### src/rtl/div_seq_ctrl_if.sv
// Request/response handshake and divider-core hookup for div_seq_ctrl.
// slave: the controller itself. master: the system side, which issues requests,
// consumes results and hosts the iterative divider core.
interface div_seq_ctrl_if;
    logic        req_valid;
    logic        req_ready;
    logic [1:0]  req_op;
    logic [31:0] req_rs1;
    logic [31:0] req_rs2;
    logic        rsp_valid;
    logic [31:0] rsp_res;
    logic        rsp_ready;
    logic [31:0] div_a;
    logic [31:0] div_b;
    logic        div_start;
    logic        div_busy;
    logic [31:0] div_q;
    logic [31:0] div_r;

    modport master (
        output req_valid, req_op, req_rs1, req_rs2, rsp_ready, div_busy, div_q, div_r,
        input  req_ready, rsp_valid, rsp_res, div_a, div_b, div_start
    );

    modport slave (
        input  req_valid, req_op, req_rs1, req_rs2, rsp_ready, div_busy, div_q, div_r,
        output req_ready, rsp_valid, rsp_res, div_a, div_b, div_start
    );
endinterface

### src/rtl/div_seq_ctrl.sv
// Sequencing controller wrapping an unsigned iterative divider core to implement
// RISC-V DIV/DIVU/REM/REMU. Signed ops are reduced to magnitudes and the sign is
// fixed up on the result. Divide-by-zero and signed overflow bypass the core.
// Optional feature: define DIV_RESULT_CACHE_EN to keep the last core result and
// answer a matching DIV/REM (same operands and signedness) without the core.
module div_seq_ctrl (
    input logic          clk,
    input logic          rst,
    div_seq_ctrl_if.slave bus
);

    typedef enum logic [2:0] {StIdle, StStart, StWaitBusy, StRun, StDone} state_t;

    state_t      state_q, state_d;
    logic [1:0]  op_q;
    logic [31:0] mag_a_q, mag_b_q;
    logic        q_neg_q, r_neg_q;
    logic [31:0] res_q;

    logic        accept;
    logic        is_signed;
    logic        neg_a, neg_b;
    logic        div_zero, overflow;
    logic        cache_hit;
    logic        skip_core;
    logic        core_done;
    logic [31:0] special_res;

    // Sign fix-up of an unsigned quotient/remainder; op[1] selects remainder, op[0] unsigned.
    function automatic logic [31:0] fix_result(input logic [1:0]  op,
                                               input logic [31:0] q,
                                               input logic [31:0] r,
                                               input logic        q_neg,
                                               input logic        r_neg);
        logic sgn;
        sgn = ~op[0];
        if (op[1]) begin
            return (sgn && r_neg) ? (32'd0 - r) : r;
        end
        return (sgn && q_neg) ? (32'd0 - q) : q;
    endfunction

    assign accept    = (state_q == StIdle) && bus.req_valid;
    assign is_signed = ~bus.req_op[0];
    assign neg_a     = bus.req_rs1[31];
    assign neg_b     = bus.req_rs2[31];
    assign div_zero  = (bus.req_rs2 == 32'd0);
    assign overflow  = is_signed && (bus.req_rs1 == 32'h8000_0000) &&
                       (bus.req_rs2 == 32'hFFFF_FFFF);
    assign core_done = (state_q == StRun) && !bus.div_busy;

`ifdef DIV_RESULT_CACHE_EN
    logic        cache_valid_q;
    logic [31:0] cache_a_q, cache_b_q;
    logic        cache_signed_q;
    logic [31:0] cache_q_q, cache_r_q;
    logic [31:0] raw_a_q, raw_b_q;

    assign cache_hit = cache_valid_q && (bus.req_rs1 == cache_a_q) &&
                       (bus.req_rs2 == cache_b_q) && (is_signed == cache_signed_q);

    // Remember the operands of the current op and the raw result of the last core run.
    always_ff @(posedge clk or posedge rst) begin
        if (rst) begin
            cache_valid_q  <= 1'b0;
            cache_a_q      <= 32'd0;
            cache_b_q      <= 32'd0;
            cache_signed_q <= 1'b0;
            cache_q_q      <= 32'd0;
            cache_r_q      <= 32'd0;
            raw_a_q        <= 32'd0;
            raw_b_q        <= 32'd0;
        end else begin
            if (accept) begin
                raw_a_q <= bus.req_rs1;
                raw_b_q <= bus.req_rs2;
            end
            if (core_done) begin
                cache_valid_q  <= 1'b1;
                cache_a_q      <= raw_a_q;
                cache_b_q      <= raw_b_q;
                cache_signed_q <= ~op_q[0];
                cache_q_q      <= bus.div_q;
                cache_r_q      <= bus.div_r;
            end
        end
    end
`else
    assign cache_hit = 1'b0;
`endif

    assign skip_core = div_zero || overflow || cache_hit;

    // Result for requests that never reach the core.
    always_comb begin
        special_res = 32'd0;
        if (div_zero) begin
            special_res = bus.req_op[1] ? bus.req_rs1 : 32'hFFFF_FFFF;
        end else if (overflow) begin
            special_res = bus.req_op[1] ? 32'd0 : 32'h8000_0000;
        end
`ifdef DIV_RESULT_CACHE_EN
        else begin
            special_res = fix_result(bus.req_op, cache_q_q, cache_r_q, neg_a ^ neg_b, neg_a);
        end
`endif
    end

    // State register.
    always_ff @(posedge clk or posedge rst) begin
        if (rst) begin
            state_q <= StIdle;
        end else begin
            state_q <= state_d;
        end
    end

    // Next-state logic.
    always_comb begin
        state_d = state_q;
        unique case (state_q)
            StIdle:     if (bus.req_valid) state_d = skip_core ? StDone : StStart;
            StStart:    state_d = StWaitBusy;
            StWaitBusy: if (bus.div_busy) state_d = StRun;
            StRun:      if (!bus.div_busy) state_d = StDone;
            StDone:     if (bus.rsp_ready) state_d = StIdle;
            default:    state_d = StIdle;
        endcase
    end

    // Outputs; the core operands come straight from the held magnitude registers.
    always_comb begin
        bus.req_ready = (state_q == StIdle);
        bus.rsp_valid = (state_q == StDone);
        bus.div_start = (state_q == StStart);
        bus.rsp_res   = res_q;
        bus.div_a     = mag_a_q;
        bus.div_b     = mag_b_q;
    end

    // Operand capture on acceptance and result capture on bypass or core completion.
    always_ff @(posedge clk or posedge rst) begin
        if (rst) begin
            op_q    <= 2'd0;
            mag_a_q <= 32'd0;
            mag_b_q <= 32'd0;
            q_neg_q <= 1'b0;
            r_neg_q <= 1'b0;
            res_q   <= 32'd0;
        end else begin
            if (accept) begin
                op_q    <= bus.req_op;
                mag_a_q <= (is_signed && neg_a) ? (32'd0 - bus.req_rs1) : bus.req_rs1;
                mag_b_q <= (is_signed && neg_b) ? (32'd0 - bus.req_rs2) : bus.req_rs2;
                q_neg_q <= neg_a ^ neg_b;
                r_neg_q <= neg_a;
                if (skip_core) begin
                    res_q <= special_res;
                end
            end
            if (core_done) begin
                res_q <= fix_result(op_q, bus.div_q, bus.div_r, q_neg_q, r_neg_q);
            end
        end
    end

endmodule

### src/flat_wrapper.sv
// flat-port wrapper written by rule: the top's interface ports become plain ports
module div_seq_ctrl_flat 
  (clk, rst, bus_req_valid, bus_req_op, bus_req_rs1, bus_req_rs2, bus_rsp_ready, bus_div_busy, bus_div_q, bus_div_r, bus_req_ready, bus_rsp_valid, bus_rsp_res, bus_div_a, bus_div_b, bus_div_start);
  div_seq_ctrl_if bus_i ();
  input logic clk;
  input logic rst;
  input wire logic [$bits(bus_i.req_valid)-1:0] bus_req_valid;
  input wire logic [$bits(bus_i.req_op)-1:0] bus_req_op;
  input wire logic [$bits(bus_i.req_rs1)-1:0] bus_req_rs1;
  input wire logic [$bits(bus_i.req_rs2)-1:0] bus_req_rs2;
  input wire logic [$bits(bus_i.rsp_ready)-1:0] bus_rsp_ready;
  input wire logic [$bits(bus_i.div_busy)-1:0] bus_div_busy;
  input wire logic [$bits(bus_i.div_q)-1:0] bus_div_q;
  input wire logic [$bits(bus_i.div_r)-1:0] bus_div_r;
  output wire logic [$bits(bus_i.req_ready)-1:0] bus_req_ready;
  output wire logic [$bits(bus_i.rsp_valid)-1:0] bus_rsp_valid;
  output wire logic [$bits(bus_i.rsp_res)-1:0] bus_rsp_res;
  output wire logic [$bits(bus_i.div_a)-1:0] bus_div_a;
  output wire logic [$bits(bus_i.div_b)-1:0] bus_div_b;
  output wire logic [$bits(bus_i.div_start)-1:0] bus_div_start;
  assign bus_i.req_valid = bus_req_valid;
  assign bus_i.req_op = bus_req_op;
  assign bus_i.req_rs1 = bus_req_rs1;
  assign bus_i.req_rs2 = bus_req_rs2;
  assign bus_i.rsp_ready = bus_rsp_ready;
  assign bus_i.div_busy = bus_div_busy;
  assign bus_i.div_q = bus_div_q;
  assign bus_i.div_r = bus_div_r;
  assign bus_req_ready = bus_i.req_ready;
  assign bus_rsp_valid = bus_i.rsp_valid;
  assign bus_rsp_res = bus_i.rsp_res;
  assign bus_div_a = bus_i.div_a;
  assign bus_div_b = bus_i.div_b;
  assign bus_div_start = bus_i.div_start;
  div_seq_ctrl u_core (.clk(clk), .rst(rst), .bus(bus_i));
endmodule
### config.mk
export PLATFORM = sky130hd
export DESIGN_NAME = div_seq_ctrl_flat
export DESIGN_NICKNAME = d
export VERILOG_FILES = /design/src/rtl/div_seq_ctrl_if.sv /design/src/rtl/div_seq_ctrl.sv /design/src/flat_wrapper.sv
export SDC_FILE = /design/constraint.sdc
export NUM_CORES = 1
export LEC_CHECK = 0
export CAP_MARGIN = 20
export CORE_MARGIN = 4
export CORE_UTILIZATION = 43
export CTS_CLUSTER_SIZE = 40
export DETAILED_ROUTE_END_ITERATION = 10
export GPL_TIMING_DRIVEN = 0
export PLACE_DENSITY = 0.75
export SETUP_SLACK_MARGIN = 0.4
export SLEW_MARGIN = 20
export SYNTH_ARGS = -nofsm -noshare
export SYNTH_HDL_FRONTEND = slang
export SYNTH_SLANG_ARGS = --single-unit
### constraint.sdc
create_clock -name clk -period 3.7 [get_ports clk]
set_input_delay 0.74 -clock clk [delete_from_list [all_inputs] [get_ports clk]]
set_output_delay 0.74 -clock clk [all_outputs]
set_load 0.02 [all_outputs]
======== After elaboration in Yosys (flattened, before gate mapping) ========
Cells that the tools add are included.
word-level totals
  register bits ........................... 103
  word-level logic and storage cells ...... 61
  input port bits ......................... 135
operators by class
  reductions and logical operators ........ 16
  bitwise operators ....................... 3
  add/subtract/negate cells ............... 4
  multiplexer cells ....................... 21
  eq/ne operators ......................... 10
operators with widths
  cell                     number
  $mux W32                 13
  $sub A1 B32 Y32 const A  4
  $eq A32 B32 Y1 const B   2
  $logic_not A32 Y1        1
  $mux W3                  5
  $pmux W3 S5              1
  $logic_and A1 B1 Y1      8
  $ne A2 B2 Y1 const B     4
  $eq A3 B2 Y1 const B     2
  $reduce_and A4 Y1        1
  $reduce_bool A2 Y1       2
  $eq A3 B1 Y1 const B     1
  $eq A3 B3 Y1 const B     1
  $logic_not A3 Y1         1
  $mux W1                  2
  $not A1 Y1               2
  $reduce_and A2 Y1        1
  $logic_not A1 Y1         1
  $logic_or A1 B1 Y1       1
  $xor A1 B1 Y1            1

======== Logic depth before layout (Yosys ltp) ========
  word-level depth ........................ 8
  depth in mapped cells ................... 9

======== Least setup slack after synthesis ========
OpenSTA, ideal clock, no wires.
  kind .................................... input-to-reg
  start point ............................. in bus_req_rs1[2]
  end point ............................... reg u_core.res_q[23], in the netlist u_core.bus.rsp_res[23]
  path slack .............................. 532 ps
  data arrival time ....................... 3,042 ps
  data required time ...................... 3,574 ps
  cell stages on the path ................. 8
  path through ............................ or4_4 > nor4b_4 > nand4_4 > or4_1 > buf_2 > and2_4 > buf_6 > a221o_1
between the ends
  cells in the longest elaborated chain, start to end .. 8
  elaborated cells between the ends (all ways) .. 11
ends and longest elaborated chain
  what                                 RTL line             RTL
  from (decl)                          flat_wrapper.sv:9    input wire logic [$bits(bus_i.req_rs1)-1:0] bus_req_rs1;
  $eq A32 B32 Y1 *                     div_seq_ctrl.sv:48   assign overflow = is_signed && (bus.req_rs1 == 32'h8000_0000) &&
  $logic_and A1 B1 Y1 * (2 in series)  div_seq_ctrl.sv:48
  $mux W32                             div_seq_ctrl.sv:99   end else if (overflow) begin
  $mux W32                             div_seq_ctrl.sv:97   if (div_zero) begin
  $mux W32                             div_seq_ctrl.sv:157  if (skip_core) begin
  $mux W32                             div_seq_ctrl.sv:151  if (accept) begin
  $mux W32                             div_seq_ctrl.sv:161  if (core_done) begin
  to (signal assigned)                 div_seq_ctrl.sv:158  res_q <= special_res;
  to (signal assigned)                 div_seq_ctrl.sv:162  res_q <= fix_result(op_q, bus.div_q, bus.div_r, q_neg_q, r_neg_q);
  to (decl)                            div_seq_ctrl.sv:18   logic [31:0] res_q;
Mark *: on every way between the ends. The rest lies on a longest branch, timed or not. The select of a mux whose other input is x is not followed.
A chain may end at the register's enable or synchronous reset.

======== Worst setup path after layout ========
  start point ............................. in bus_req_valid
  end point ............................... reg u_core.res_q[30], in the netlist u_core.bus.rsp_res[30]
between the ends
  cells in the longest elaborated chain, start to end .. 3
ends and longest elaborated chain
  what                          RTL line            RTL
  from (decl)                   flat_wrapper.sv:7   input wire logic [$bits(bus_i.req_valid)-1:0] bus_req_valid;
  $logic_and A1 B1 Y1           div_seq_ctrl.sv:43  assign accept = (state_q == StIdle) && bus.req_valid;
  $reduce_bool A2 Y1 (no line)  --
  $reduce_and A2 Y1 (no line)   --
No other way between the ends.

==> impl_metrics.json <==
{
  "synth-edff-count": 0,
  "routed_wl_mm": 26.2,
  "dieWidth_um": 138,
  "relSlewSlack_pct": 47.9,
  "layout_common_cells": "clkdlybuf4s50_1, nand2_1, dfrtp_1, o21ai_0, nor2_1",
  "synth_nets": 1027,
  "die_h_um": 138,
  "netlist_instances": 887,
  "drc": 0,
  "clkSinkCount": 103,
  "tightest_slew_ns": 0.775,
  "arrival_ns": 3.46,
  "drt_iter0_drc": 736,
  "cp-start-kind": "input port",
  "first_global_vias": 7387,
  "die_area_sq_um": 19100,
  "drt_first_pass_iters": 5,
  "synthArstFlopShare_pct": 100,
  "initial_core_util_pct": 43.9,
  "antenna_cells": 0,
  "fin_nets": 1273,
  "finalHoldViolations": 0,
  "max_clock_freq_mhz": 310,
  "p_total_uw": 6710,
  "synth_ff_type": "dfrtp_1",
  "status": "finished clean",
  "period_minus_slack_ns": 3.23,
  "p_int_uw": 3900,
  "ys_ff_latch": 103,
  "antenna_found_initial": 0,
  "p_comb_share_pct": 55.8,
  "grt_pass1_wl_mm": 40.6,
  "place.gp.congestion": 0.962,
  "port-buffer-count": 228,
  "setup_viol": 0,
  "cts_tree": "done",
  "whs_ns": 0.478,
  "cts_buffer_depth": 2,
  "netlist-cell-type-count": 56,
  "syn_area_sq_um": 7280,
  "area_growth_pct": 42.2,
  "cts_root_buf": "clkbuf_16",
  "drive_above_1_share_pct": 4.75,
  "path_clk_slew_ns": 0.07,
  "dp_hpwl_mm": 20.7,
  "ios": 234,
  "avgSynthCellArea_sq_um": 8.20,
  "yosys_warnings": 0,
  "power.share.clock_pct": 14.4,
  "final_common_cell": "clkdlybuf4s50_1",
  "finalCritPeriodShare_pct": 87.3,
  "via_per_inst": 5.78,
  "wl_per_cell_um": 19.3,
  "grt_max_degree": 33,
  "ys_seq_area_share_pct": 35.4,
  "critPathCaptureType": "register",
  "drv_cap": 0,
  "hp-class": "reg -> reg",
  "pwr-share-seq_pct": 29.8,
  "clock_latency_ns": 0.35,
  "htree_levels": 3,
  "vias": 7850,
  "design.core.area_sq_um": 16600,
  "crit_type": "in -> reg",
  "placed_area_sq_um": 9900,
  "final_area_sq_um": 10300,
  "grt_use_total_pct": 26.0,
  "ir_worst_vdd_v": 0.000330,
  "postRouteAntennaNets": 0,
  "overflow": 0,
  "cts_made_buffers": 9,
  "worstPathMaxFanout": 10,
  "row_count": 47,
  "power.density_nw_per_um2": 649,
  "rsz0062_at_grt": "no",
  "fin_util_pct": 62.4,
  "final_max_slew_viol_count": 0,
  "p_leak_uw": 0.00411,
  "p_switching_uw": 2810,
  "critical_path_required_ns": 3.93,
  "skew_ns": 0.00460,
  "p_sw_share_pct": 41.9
}
cell families after synthesis:
logic type | count (synthesis) | synth area share, %
AND/OR/NAND/NOR | 338 | 23.8
multiplexers | 6 | 0.843
XOR/XNOR | 114 | 13.7
buffers and inverters | 77 | 4.11
AO/OA/AOI/OAI | 244 | 21.3
flip-flops | 103 | 35.4
adder cells (fa/ha/maj) | 5 | 0.860
worst max-delay path, stage by stage:
cell	delay (ns)
clkdlybuf4s50_1	0.49
or4b_2	0.58
buf_2	0.20
or4_1	0.53
buf_2	0.20
and2_4	0.19
buf_2	0.21
a211o_1	0.32
layout make-up:
cell class / instances / area [sq um]
Multi-Input combinational cell: 707 / 4530
Clock buffer: 12 / 256
Fill cell: 1513 / 6240
Tap cell: 220 / 275
Buffer: 49 / 195
Clock inverter: 3 / 42.5
Timing Repair Buffer: 235 / 2360
Inverter: 28 / 109
Sequential cell: 103 / 2580
synth_stat cells, drive strengths merged (2+ instances only):
cell type  number  area share [%]
or3             4            0.34
a21oi          39             2.7
a211oi          9            0.93
nor2           65             3.4
or4            13             1.4
a31oi          19             1.6
nor2b          17             1.5
and2            4            0.38
ha              5            0.86
a41oi           9             1.1
xnor2          57             6.9
xor2           57             6.9
clkbuf         45             2.3
a22oi           5            0.52
nor3b           5            0.52
a221o          10             1.4
nor3           26             1.8
or4b            2            0.28
o22ai          13             1.1
nand2         107             5.5
inv            28             1.4
mux2i           5            0.69
o31a            2            0.24
and3b           2            0.24
dfrtp         103              35
o211a           2            0.28
o41ai           8            0.96
nor4           31             2.8
buf             4            0.34
nand4          15             1.5
and4            6            0.72
o31ai          15             1.5
o221ai          2            0.24
a211o           9             1.1
o211ai          7            0.72
nand3          19             1.3
nand2b         17             1.5
o21ai          89             6.1
per-stage QoR:
stage | setup TNS [ns] | std cells | setup WS (ns)
after CTS | 0 | 1357 | 0.401
after floorplan | 0 | 887 | 0.532
after global placement | -9.61 | 1335 | -0.395
after detailed placement | -8.72 | 1338 | -0.435
after global routing | 0 | 1357 | 0.400
final | 0 | 1357 | 0.470
repair_timing:
action / 4_1_cts / 5_1_grt
endpoints found under the setup margin: 31 / 34
setup buffers: 4 / 0
pin swaps: 3 / 3
gates resized for setup: 21 / 21
hold buffers: 0 / 0
final timing paths:
kind / startpoint / endpoint / slack [ns] / cells past startpoint
setup / recovery: bus_req_valid / u_core.bus.rsp_res[30] / 0.47 / 8
hold / removal: u_core.bus.div_b[18] / u_core.bus.div_b[18] / 0.48 / 2
setup reg to reg: u_core.state_q[0] / u_core.bus.rsp_res[30] / 0.84 / 7
hold reg to reg: u_core.bus.div_b[18] / u_core.bus.div_b[18] / 0.48 / 2
max in group asynchronous: rst / u_core.bus.rsp_res[4] / 2.51 / 3
min in group asynchronous: rst / u_core.bus.div_b[21] / 0.72 / 2
per-layer routing:
layer  vias up  GRT usage (%)  share of wire [%]
li1       3713              -                  -
met1      3678           36.6                 44
met2       403           41.3                 46
met3        56           3.69                7.5
met4         0           8.74                3.1
met5         -              0                  0
state kept, by name (all words and copies together), names as in the netlist:
name                flops
u_core.bus.div_a       32
u_core.bus.div_b       32
u_core.bus.rsp_res     32
u_core.op_q             2
u_core.q_neg_q          1
u_core.r_neg_q          1
u_core.state_q          3
power groups by stage:
stage / Sequential (uW) / Clock (uW) / Combinational, uW
after global routing: 2060 / 1030 / 4010
after floorplan: 2540 / 0 / 1440
after CTS: 2000 / 983 / 3750
after global placement: 2000 / 0 / 3670
final: 2000 / 968 / 3740
after detailed placement: 2010 / 0 / 3730
No activity file was read; power rests on OpenSTA's default activity.
